## config.mk

```make
export PLATFORM = sky130hd
export DESIGN_NAME = dot_seq_ctrl
export DESIGN_NICKNAME = d
export VERILOG_FILES = /design/src/rtl/dot_seq_ctrl.sv
export SDC_FILE = /design/constraint.sdc
export NUM_CORES = 1
export LEC_CHECK = 0
export ABC_AREA = 1
export BUFFER_PORTS_ARGS = -buffer_cell sky130_fd_sc_hd__buf_2
export CORE_MARGIN = 1
export CORE_UTILIZATION = 51
export DETAILED_ROUTE_END_ITERATION = 8
export GPL_TIMING_DRIVEN = 0
export HOLD_SLACK_MARGIN = 0.06
export PLACE_DENSITY = 0.76
export SYNTH_ARGS = -nofsm -noshare
export SYNTH_HDL_FRONTEND = slang
export SYNTH_SLANG_ARGS = --single-unit
```

## constraint.sdc

```tcl
create_clock -name clk -period 3.9 [get_ports clk]
set_input_delay 0.585 -clock clk [delete_from_list [all_inputs] [get_ports clk]]
set_output_delay 0.585 -clock clk [all_outputs]
set_load 0.05 [all_outputs]
```

## src/rtl/dot_seq_ctrl.sv

```systemverilog
// Sequencer for the dot-product MAC datapath: buffers operand pairs in a FIFO,
// drives the datapath, controls its clear, and registers each finished sum.
module dot_seq_ctrl #(
    parameter int unsigned  P_WIDTH    = 32,
    parameter int unsigned  FIFO_DEPTH = 4,
    parameter int unsigned  MAX_LEN    = 256,
    localparam int unsigned CNT_W      = $clog2(MAX_LEN + 1)
) (
    input  logic               clk,
    input  logic               rst,
    input  logic               in_valid,
    output logic               in_ready,
    input  logic [P_WIDTH-1:0] in_a,
    input  logic [P_WIDTH-1:0] in_b,
    input  logic               in_last,
    output logic [P_WIDTH-1:0] dp_a,
    output logic [P_WIDTH-1:0] dp_b,
    output logic               dp_run,
    input  logic [P_WIDTH-1:0] dp_out,
    output logic               res_valid,
    input  logic               res_ready,
    output logic [P_WIDTH-1:0] res_data,
    output logic [CNT_W-1:0]   res_count,
    output logic               res_trunc
);

    localparam int unsigned AW = $clog2(FIFO_DEPTH);
    localparam int unsigned PW = AW + 1;

    typedef enum logic [1:0] {S_IDLE, S_ACCUM, S_FLUSH} state_t;

    logic [P_WIDTH-1:0] a_mem [FIFO_DEPTH];
    logic [P_WIDTH-1:0] b_mem [FIFO_DEPTH];
    logic               l_mem [FIFO_DEPTH];

    logic [PW-1:0]      wr_ptr_q, rd_ptr_q;
    logic               fifo_full, fifo_empty, push, pop;
    logic [P_WIDTH-1:0] head_a, head_b;
    logic               head_last;

    state_t             state_q, state_d;
    logic [CNT_W-1:0]   count_q, count_d;
    logic               last_q, last_d;
    logic               res_valid_q, res_valid_d;
    logic [P_WIDTH-1:0] res_data_q, res_data_d;
    logic [CNT_W-1:0]   res_count_q, res_count_d;
    logic               res_trunc_q, res_trunc_d;

    // Wrap-bit pointers distinguish full from empty.
    assign fifo_empty = (wr_ptr_q == rd_ptr_q);
    assign fifo_full  = (wr_ptr_q[AW] != rd_ptr_q[AW]) &&
                        (wr_ptr_q[AW-1:0] == rd_ptr_q[AW-1:0]);
    assign in_ready   = !fifo_full;
    assign push       = in_valid && !fifo_full;
    assign head_a     = a_mem[rd_ptr_q[AW-1:0]];
    assign head_b     = b_mem[rd_ptr_q[AW-1:0]];
    assign head_last  = l_mem[rd_ptr_q[AW-1:0]];

    always_ff @(posedge clk) begin
        if (push) begin
            a_mem[wr_ptr_q[AW-1:0]] <= in_a;
            b_mem[wr_ptr_q[AW-1:0]] <= in_b;
            l_mem[wr_ptr_q[AW-1:0]] <= in_last;
        end
    end

    always_ff @(posedge clk or negedge rst) begin
        if (!rst) begin
            wr_ptr_q    <= '0;
            rd_ptr_q    <= '0;
            state_q     <= S_IDLE;
            count_q     <= '0;
            last_q      <= 1'b0;
            res_valid_q <= 1'b0;
            res_data_q  <= '0;
            res_count_q <= '0;
            res_trunc_q <= 1'b0;
        end else begin
            if (push) wr_ptr_q <= wr_ptr_q + PW'(1);
            if (pop)  rd_ptr_q <= rd_ptr_q + PW'(1);
            state_q     <= state_d;
            count_q     <= count_d;
            last_q      <= last_d;
            res_valid_q <= res_valid_d;
            res_data_q  <= res_data_d;
            res_count_q <= res_count_d;
            res_trunc_q <= res_trunc_d;
        end
    end

    // Next state, FIFO pop, datapath control and result capture.
    always_comb begin
        state_d     = state_q;
        count_d     = count_q;
        last_d      = last_q;
        pop         = 1'b0;
        dp_run      = 1'b0;
        res_valid_d = res_valid_q;
        res_data_d  = res_data_q;
        res_count_d = res_count_q;
        res_trunc_d = res_trunc_q;

        if (res_valid_q && res_ready) res_valid_d = 1'b0;

        case (state_q)
            S_IDLE: begin
                if (!fifo_empty) state_d = S_ACCUM;
            end
            S_ACCUM: begin
                dp_run = 1'b1;
                if (!fifo_empty) begin
                    pop     = 1'b1;
                    count_d = count_q + CNT_W'(1);
                    last_d  = head_last;
                    if (head_last || (count_q + CNT_W'(1) == CNT_W'(MAX_LEN)))
                        state_d = S_FLUSH;
                end
            end
            S_FLUSH: begin
                if (!res_valid_q || res_ready) begin
                    // dp_run low clears the accumulator on the capture edge.
                    res_valid_d = 1'b1;
                    res_data_d  = dp_out;
                    res_count_d = count_q;
                    res_trunc_d = !last_q;
                    count_d     = '0;
                    state_d     = fifo_empty ? S_IDLE : S_ACCUM;
                end else begin
                    dp_run = 1'b1;
                end
            end
            default: state_d = S_IDLE;
        endcase
    end

    assign dp_a      = pop ? head_a : '0;
    assign dp_b      = pop ? head_b : '0;
    assign res_valid = res_valid_q;
    assign res_data  = res_data_q;
    assign res_count = res_count_q;
    assign res_trunc = res_trunc_q;

endmodule
```

==> results of run 1 <==
worst paths after layout:
kind	from	to	slack (ns)	depth (start not counted)
hold / removal	rst	res_count[7]$_DFFE_PN0P_	0.15	1
hold reg to reg	res_count[1]$_DFFE_PN0P_	res_count[1]$_DFFE_PN0P_	0.48	2
setup / recovery	rd_ptr_q[0]$_DFFE_PN0P_	dp_a[20]	0.79	7
max in group asynchronous	rst	res_data[12]$_DFFE_PN0P_	3.26	1
min in group clk	in_a[17]	a_mem[0][17]$_DFFE_PP_	0.28	1
setup reg to reg	rd_ptr_q[2]$_DFFE_PN0P_	a_mem[1][13]$_DFFE_PP_	1.37	6
logic make-up after synthesis:
| group | Yosys count | synth area share [%] |
|---|---|---|
| flip-flops | 321 | 71.8 |
| XOR/XNOR | 8 | 0.597 |
| adder cells (fa/ha/maj) | 11 | 1.06 |
| AO/OA/AOI/OAI | 221 | 9.73 |
| multiplexers | 33 | 2.86 |
| buffers and inverters | 82 | 3.49 |
| AND/OR/NAND/NOR | 342 | 10.4 |
state kept, by name, summed over array words and instances (netlist names):
signal and count:
state_q 2, res_count 9, b_mem 128, res_data 32, a_mem 128, res_trunc 1
wr_ptr_q 3, last_q 1, res_valid 1, count_q 9, l_mem 4, rd_ptr_q 3
worst max-delay path: cells and delay by family, from the launching register on:
family	cells	cell delay (ns)
flops	1	0.39
buf+inv	5	1.19
compound gates	2	0.44
through the flow:
step,total power (W),utilization (%),setup WS (ns)
global route,0.0154,62.3,0.672
global placement,0.0116,57.6,-2.46
finish,0.0147,62.4,0.788
floorplan,0.00994,-,-0.680
detailed placement,0.0118,58.3,1.30
CTS,0.0148,62.3,0.751
where the power goes:
| group | switching, W | total (W) | internal, W |
|---|---|---|---|
| Clock | 0.00125 | 0.00294 | 0.00168 |
| Sequential | 0.000284 | 0.00495 | 0.00467 |
| Combinational | 0.00499 | 0.00680 | 0.00180 |
placed cells by master (no fill, tap or decap), types with 2 or more instances in the layout:
| cell type | n |
|---|---|
| inv_1 | 23 |
| o21ai_1 | 7 |
| clkinv_2 | 3 |
| o22ai_1 | 3 |
| mux2_2 | 33 |
| nand2_1 | 41 |
| clkbuf_1 | 27 |
| buf_2 | 230 |
| xnor2_1 | 3 |
| inv_2 | 2 |
| a21oi_2 | 40 |
| nor2_4 | 5 |
| buf_4 | 9 |
| nor2_1 | 271 |
| o21ai_0 | 142 |
| nand2_2 | 3 |
| clkbuf_16 | 34 |
| dfrtp_1 | 61 |
| a21oi_1 | 27 |
| nand3_1 | 16 |
| inv_6 | 2 |
| xor2_1 | 4 |
| ha_1 | 11 |
| nor2_2 | 2 |
| buf_6 | 3 |
| buf_1 | 3 |
| clkinv_1 | 6 |
| edfxtp_1 | 260 |
| diode_2 | 2 |
| buf_12 | 11 |
layout make-up:
| cell class | instances | area (µm²) |
|---|---|---|
| timing repair buffer | 217 | 1220 |
| fill | 1930 | 9450 |
| inverter | 26 | 97.6 |
| tap | 330 | 413 |
| clock buffer | 45 | 892 |
| clock inverter | 14 | 111 |
| antenna | 2 | 5.00 |
| multi-input combinational | 615 | 3230 |
| buffer | 56 | 355 |
| sequential | 321 | 9330 |
cells in the mapped netlist (2+ instances only):
| cell type | n | area [µm²] |
|---|---|---|
| a21oi_1 | 27 | 135 |
| a21oi_2 | 40 | 350 |
| buf_1 | 3 | 11.3 |
| buf_12 | 4 | 80.1 |
| buf_2 | 22 | 110 |
| buf_4 | 8 | 60.1 |
| buf_6 | 3 | 33.8 |
| clkbuf_1 | 16 | 60.1 |
| dfrtp_1 | 61 | 1530 |
| edfxtp_1 | 260 | 7810 |
| ha_1 | 11 | 138 |
| inv_1 | 23 | 86.3 |
| inv_2 | 2 | 7.51 |
| mux2_2 | 33 | 372 |
| nand2_1 | 41 | 154 |
| nand2_2 | 3 | 18.8 |
| nand3_1 | 16 | 80.1 |
| nor2_1 | 274 | 1030 |
| nor2_2 | 2 | 12.5 |
| nor2_4 | 2 | 22.5 |
| o21ai_0 | 142 | 711 |
| o21ai_1 | 7 | 35.0 |
| o22ai_1 | 3 | 18.8 |
| xnor2_1 | 3 | 26.3 |
| xor2_1 | 4 | 35.0 |
layer usage:
layer  global-route usage (%)  vias to the layer above
li1                         -                     4079
met1                     27.9                     4085
met3                     5.24                       63
met2                     37.8                      346
met5                        0                        -
met4                     7.63                       10
==> summary.txt, run 1 <==
Clock tree
  – Post-CTS setup buffers: 0
  – Hold_buf cts: 0
  – CTS tree: done
  – Resized Gates After CTS: 0
  – CTS max path bufs: 3
  – Clk root buf: clkbuf_16
  – Clk_lat worst skew: 0.51 ns
  – H-tree levels: 2
  – Sink Count: 321
  – CTS clk-pin slew, worst paths: 0.06 ns
  – Num CTS Buffers: 34

Layout
  – Area growth from synthesis to layout: 20.5%
  – Layout Cells excl Fill: 1626
  – Nets: 1383
  – Layout cells sized above 1: between 20 and 30%
  – Design area: approximately 0.016 mm²

Floorplan
  – Die footprint: 0.0261 mm²
  – Num rows: 58
  – Die W: 162 µm
  – Core area: between 0.02 and 0.03 mm²
  – Die H: 162 µm
  – Starting Density: about half
  – I/O Pins: 210

Timing
  – Hold slack: about 0.15 ns
  – Slew @ Worst Pin: 0.883 ns
  – Final hold vios: 0
  – Clock skew: 0.00821 ns
  – Max-slew violations: 0
  – Final worst path period need: between 3 and 4 ns
  – Period utilization: 79.8%
  – Relative slew margins: between 40% and 50%
  – RSZ-0062 raised after global routing: no
  – Setup TNS: 0 ns
  – Fmax: around 320 MHz
  – Final setup violation count: 0

Critical path
  – CP Class: register to primary output
  – Crit path arrival time: 2.53 ns
  – Critical-path top delay cell: dfrtp_1
  – Critical Path End Type: primary output
  – Worst path max stage delay: 0.39 ns
  – CP Data Required Time: 3.31 ns
  – Worst-path cell chain: buf_4 > inv_2 > buf_6 > clkbuf_1 > o21ai_0 > a21oi_1 > buf_2
  – CP startpoint kind: register
  – CP max FO: 10

Synthesis
  – Ys Warns: 0
  – Async set or reset register ratio after synthesis: 19.0%
  – FF+latch count, synth: 321
  – Net Count, Synth: 1130
  – EDFF count, synth: 260
  – Post-Synthesis Cell Area: 0.0130 mm²
  – Post-synthesis sequential area ratio: 71.8%
  – Synthesized instance count: 1018
  – Syn avg cell area: approximately 13 µm²
  – Distinct cell type count after synthesis: 33
  – Top FF cell, synth: edfxtp_1

Drt
  – Post-route ant nets: 0
  – Routed WL: approximately 29 mm
  – WL/cell: 17.8 µm
  – Residual DRC: 0
  – DR top layer: met5
  – DRT iter0 DRCs: 754
  – Vias per cell: 5.28
  – Met3 routed WL: 2.38 mm
  – Pre-antenna DRT Iters: 5
  – Vias: 8583
  – Wire length on met1: 11.8 mm
  – Wire length on met2: roughly 14 mm

Global routing
  – GRT Residual Overflow: 0
  – Total GRT Usage: approximately 22%
  – Pin count of the biggest net entering global routing: 62
  – Initial antenna violation count: 7
  – First-pass GRT wire length: 44.3 mm
  – Number of global-route vias before repair: around 8.4k

Power
  – PD cells: 938 mW/mm²
  – Maximum vdd drop: 0.573 mV
  – Lkg Pwr: between 6 and 7 nW

Placed design
  – Placed Cells: 1565
  – Hpwl dp: 18.8 mm
  – Placed instance area: between 0.01 and 0.015 mm²
  – PortBufs: 209
  – Gpl congestion: 0.862

Run
  – Max_cap viols: 0

Outcome
  – Status: complete, no violations

Worst hold path
  – Worst Hold Class: primary input to async pin
Note: power is estimated with default switching activity, not from simulation.
==> inputs of run 2 (changes only) <==
--- a/config.mk
+++ b/config.mk
@@ -8,11 +8,11 @@
 export ABC_AREA = 1
 export BUFFER_PORTS_ARGS = -buffer_cell sky130_fd_sc_hd__buf_2
 export CORE_MARGIN = 1
-export CORE_UTILIZATION = 51
+export CORE_UTILIZATION = 56
 export DETAILED_ROUTE_END_ITERATION = 8
 export GPL_TIMING_DRIVEN = 0
 export HOLD_SLACK_MARGIN = 0.06
-export PLACE_DENSITY = 0.76
+export PLACE_DENSITY = 0.79
 export SYNTH_ARGS = -nofsm -noshare
 export SYNTH_HDL_FRONTEND = slang
 export SYNTH_SLANG_ARGS = --single-unit
==> constraint.sdc (replaced) <==
create_clock -name clk -period 3.2 [get_ports clk]
set_input_delay 0.48 -clock clk [delete_from_list [all_inputs] [get_ports clk]]
set_output_delay 0.48 -clock clk [all_outputs]
set_load 0.05 [all_outputs]
==> run 2 against run 1 <==
  * Sequential cell count is the same
  * Clock power grew 25%
  * Global-route usage grew 1.9 points
  * Critical path type unchanged
  * Highest routed layer unchanged
  * Die area shrank 8.8%
  * Utilization grew 6.6 points
  * Sequential power grew 22%
  * First-iteration DRC count shrank 25%
  * Sequential share of layout area is essentially flat
==> summary.txt, run 2 (same netlist as run 1, synthesis figures left out) <==
Outcome
  – Status: complete, no violations (unchanged)

Worst hold path
  – Worst Hold Class: primary input to async pin (unchanged)

Drt
  – Post-route ant nets: 0 (unchanged)
  – Pre-antenna DRT Iters: 5 (unchanged)
  – Vias: 8613 (was 8583)
  – Vias per cell: 5.43 (was 5.28)
  – Residual DRC: 0 (unchanged)
  – DRT iter0 DRCs: 564 (was 754)
  – Routed WL: 28.3 mm (was 29.0 mm)
  – WL/cell: 17.8 µm (about the same)

Timing
  – Final hold vios: 0 (unchanged)
  – Setup TNS: 0 ns (unchanged)
  – Period utilization: a little over nine tenths
  – Slew @ Worst Pin: 0.997 ns (was 0.883 ns)
  – Max-slew violations: 0 (unchanged)
  – Relative slew margins: 33.3% (was 41.0%)
  – Clock skew: 0.0176 ns (was 0.00821 ns)
  – Final setup violation count: 0 (unchanged)
  – RSZ-0062 raised after global routing: no (unchanged)
  – Final worst path period need: 3.00 ns
  – Fmax: 333 MHz

Placed design
  – PortBufs: 209 (unchanged)
  – Hpwl dp: 18.3 mm (was 18.8 mm)
  – Gpl congestion: 0.870 (was 0.862)

Global routing
  – GR Layer Usage met3: 5.83% (was 5.24%)
  – Pin count of the biggest net entering global routing: 62 (unchanged)
  – Initial antenna violation count: 5 (was 7)
  – GR peak layer: met2 (unchanged)
  – Met1 GRT Util: 30.6% (was 27.9%)
  – Met2 global-route usage: 40.7% (was 37.8%)
  – Number of global-route vias before repair: 8449 (was 8438)
  – First-pass GRT wire length: 44.0 mm (was 44.3 mm)
  – GRT Residual Overflow: 0 (unchanged)
  – Total GRT Usage: 24.1% (was 22.2%)

Clock tree
  – Post-CTS setup buffers: 0 (unchanged)
  – Resized Gates After CTS: 0 (unchanged)
  – Clk_lat worst skew: 0.51 ns (about the same)
  – CTS clk-pin slew, worst paths: 0.06 ns (about the same)
  – Clk root buf: clkbuf_16 (unchanged)
  – CTS tree: done (unchanged)
  – Hold_buf cts: 0 (unchanged)
  – CTS max path bufs: 3 (unchanged)
  – H-tree levels: 2 (unchanged)
  – Num CTS Buffers: 34 (unchanged)
  – Sink Count: 321 (unchanged)

Floorplan
  – Starting Density: 57.2% (was 51.8%)
  – Num rows: 55 (was 58)
  – Core area: 0.0227 mm² (was 0.0251 mm²)
  – Die footprint: 0.0238 mm² (was 0.0261 mm²)
  – Die W: 154 µm (was 162 µm)
  – Die H: 154 µm (was 162 µm)
  – I/O Pins: 210 (unchanged)

Power
  – PD cells: 1150 mW/mm² (was 938 mW/mm²)
  – Total power: 0.0180 W (was 0.0147 W)
  – Lkg Pwr: 6.08 nW (was 6.06 nW)
  – Maximum vdd drop: 0.779 mV (was 0.573 mV)

Critical path
  – Worst-path cell chain: buf_4 > inv_2 > buf_6 > clkbuf_1 > o21ai_0 > a21oi_1 > buf_2 (unchanged)
  – CP endpoint: dp_a[18] (was dp_a[20])
  – Critical-path top delay cell: clkbuf_1 (was dfrtp_1)
  – Crit path arrival time: 2.52 ns (was 2.53 ns)
  – CP startpoint kind: register (unchanged)
  – CP Class: register to primary output (unchanged)
  – CP bufs+invs: 5 (unchanged)
  – CP max FO: 10 (unchanged)
  – Crit path from: rd_ptr_q[0]$_DFFE_PN0P_ (unchanged)
  – Crit Reg-Reg Startpoint: rd_ptr_q[2]$_DFFE_PN0P_ (unchanged)
  – Levels on crit path: 7 (unchanged)
  – CP Data Required Time: 2.72 ns (was 3.31 ns)
  – Crit path max-delay family: buffers and inverters (unchanged)
  – RR Endpoint: b_mem[3][9]$_DFFE_PP_ (was a_mem[1][13]$_DFFE_PP_)
  – Critical Path End Type: primary output (unchanged)
  – R2R depth: 5 (was 6)
  – Worst path max stage delay: 0.41 ns (was 0.39 ns)
  – Flop-to-flop setup slack: 0.70 ns (was 1.37 ns)

Layout
  – Area growth from synthesis to layout: 20.5% (about the same)
  – Nets: 1383 (unchanged)
  – Most frequent cells in the layout: nor2_1 (271), edfxtp_1 (260), buf_2 (230) (unchanged)
  – Layout cells sized above 1: 29.8% (unchanged)
  – Commonest non-fill, non-tap cell in the layout: nor2_1 (unchanged)

Run
  – Max_cap viols: 0 (unchanged)
run 2: cell types whose count changed in the layout (fill, tap and decap cells not counted):
cell / before / now
buf_16: 1 / 2
inv_4: 1 / 0
clkinv_1: 6 / 9
clkbuf_1: 27 / 24
clkbuf_16: 34 / 35
diode_2: 2 / 6
inv_6: 2 / 0
bufinv_16: 1 / 2
clkinvlp_4: 1 / 0
clkinv_2: 3 / 4
clkinv_8: 1 / 2
buf_12: 11 / 10
run 2: area by class of cell:
type | instances | area, µm²
flip-flops and latches | 321 | 9330
fillers | 1604 | 7050
multi-input cells | 615 | 3230
repair buffers | 217 | 1220
clock buffers | 43 | 906
well taps | 285 | 357
plain buffers | 56 | 355
clock inverters | 16 | 143
inverters | 26 | 97.6
diodes | 6 | 15.0
run 2: power breakdown:
part           switching [W]  leakage [nW]  internal (W)  total, W
clock                0.00151         0.511       0.00217   0.00368
combinational        0.00605          2.44       0.00220   0.00825
sequential          0.000343          3.14       0.00569   0.00603
run 2: worst reg2reg max path, stage by stage, from the launching register on:
cell,delay [ns]
dfrtp_1,0.40
xnor2_1,0.29
nand3b_1,0.25
nand2_4,0.15
nor2_4,0.78
buf_12,0.31
run 2: how the worst min path moves through the flow:
stage,start,endpoint,slack (ns),depth (start not counted)
floorplan,rst,count_q[0]$_DFFE_PN0P_,0.18,0
global placement,res_trunc$_DFFE_PN0P_,res_trunc$_DFFE_PN0P_,0.46,2
detailed placement,res_trunc$_DFFE_PN0P_,res_trunc$_DFFE_PN0P_,0.47,2
CTS,in_a[15],a_mem[1][15]$_DFFE_PP_,0.17,1
global route,rst,res_count[5]$_DFFE_PN0P_,0.11,1
finish,rst,res_count[6]$_DFFE_PN0P_,0.05,1
run 2: routing by layer:
metal	up-vias	wire [µm]
met2	311	13700
met5	-	8
met4	2	665
met3	51	2140
met1	4178	11800
li1	4071	-
run 2: per-stage QoR:
step / cells / instance area, µm² / hold slack (ns) / util [%] / worst slack, ns
after detailed placement: 1520 / 14600 / 0.472 / 64.3 / 0.665
final: 1585 / 15700 / 0.0524 / 69.0 / 0.198
after floorplan: 1018 / 13000 / 0.184 / - / -0.300
after global placement: 1512 / 14400 / 0.464 / 63.4 / -1.22
after CTS: 1579 / 15600 / 0.166 / 68.9 / 0.172
after global routing: 1581 / 15700 / 0.108 / 68.9 / 0.0754
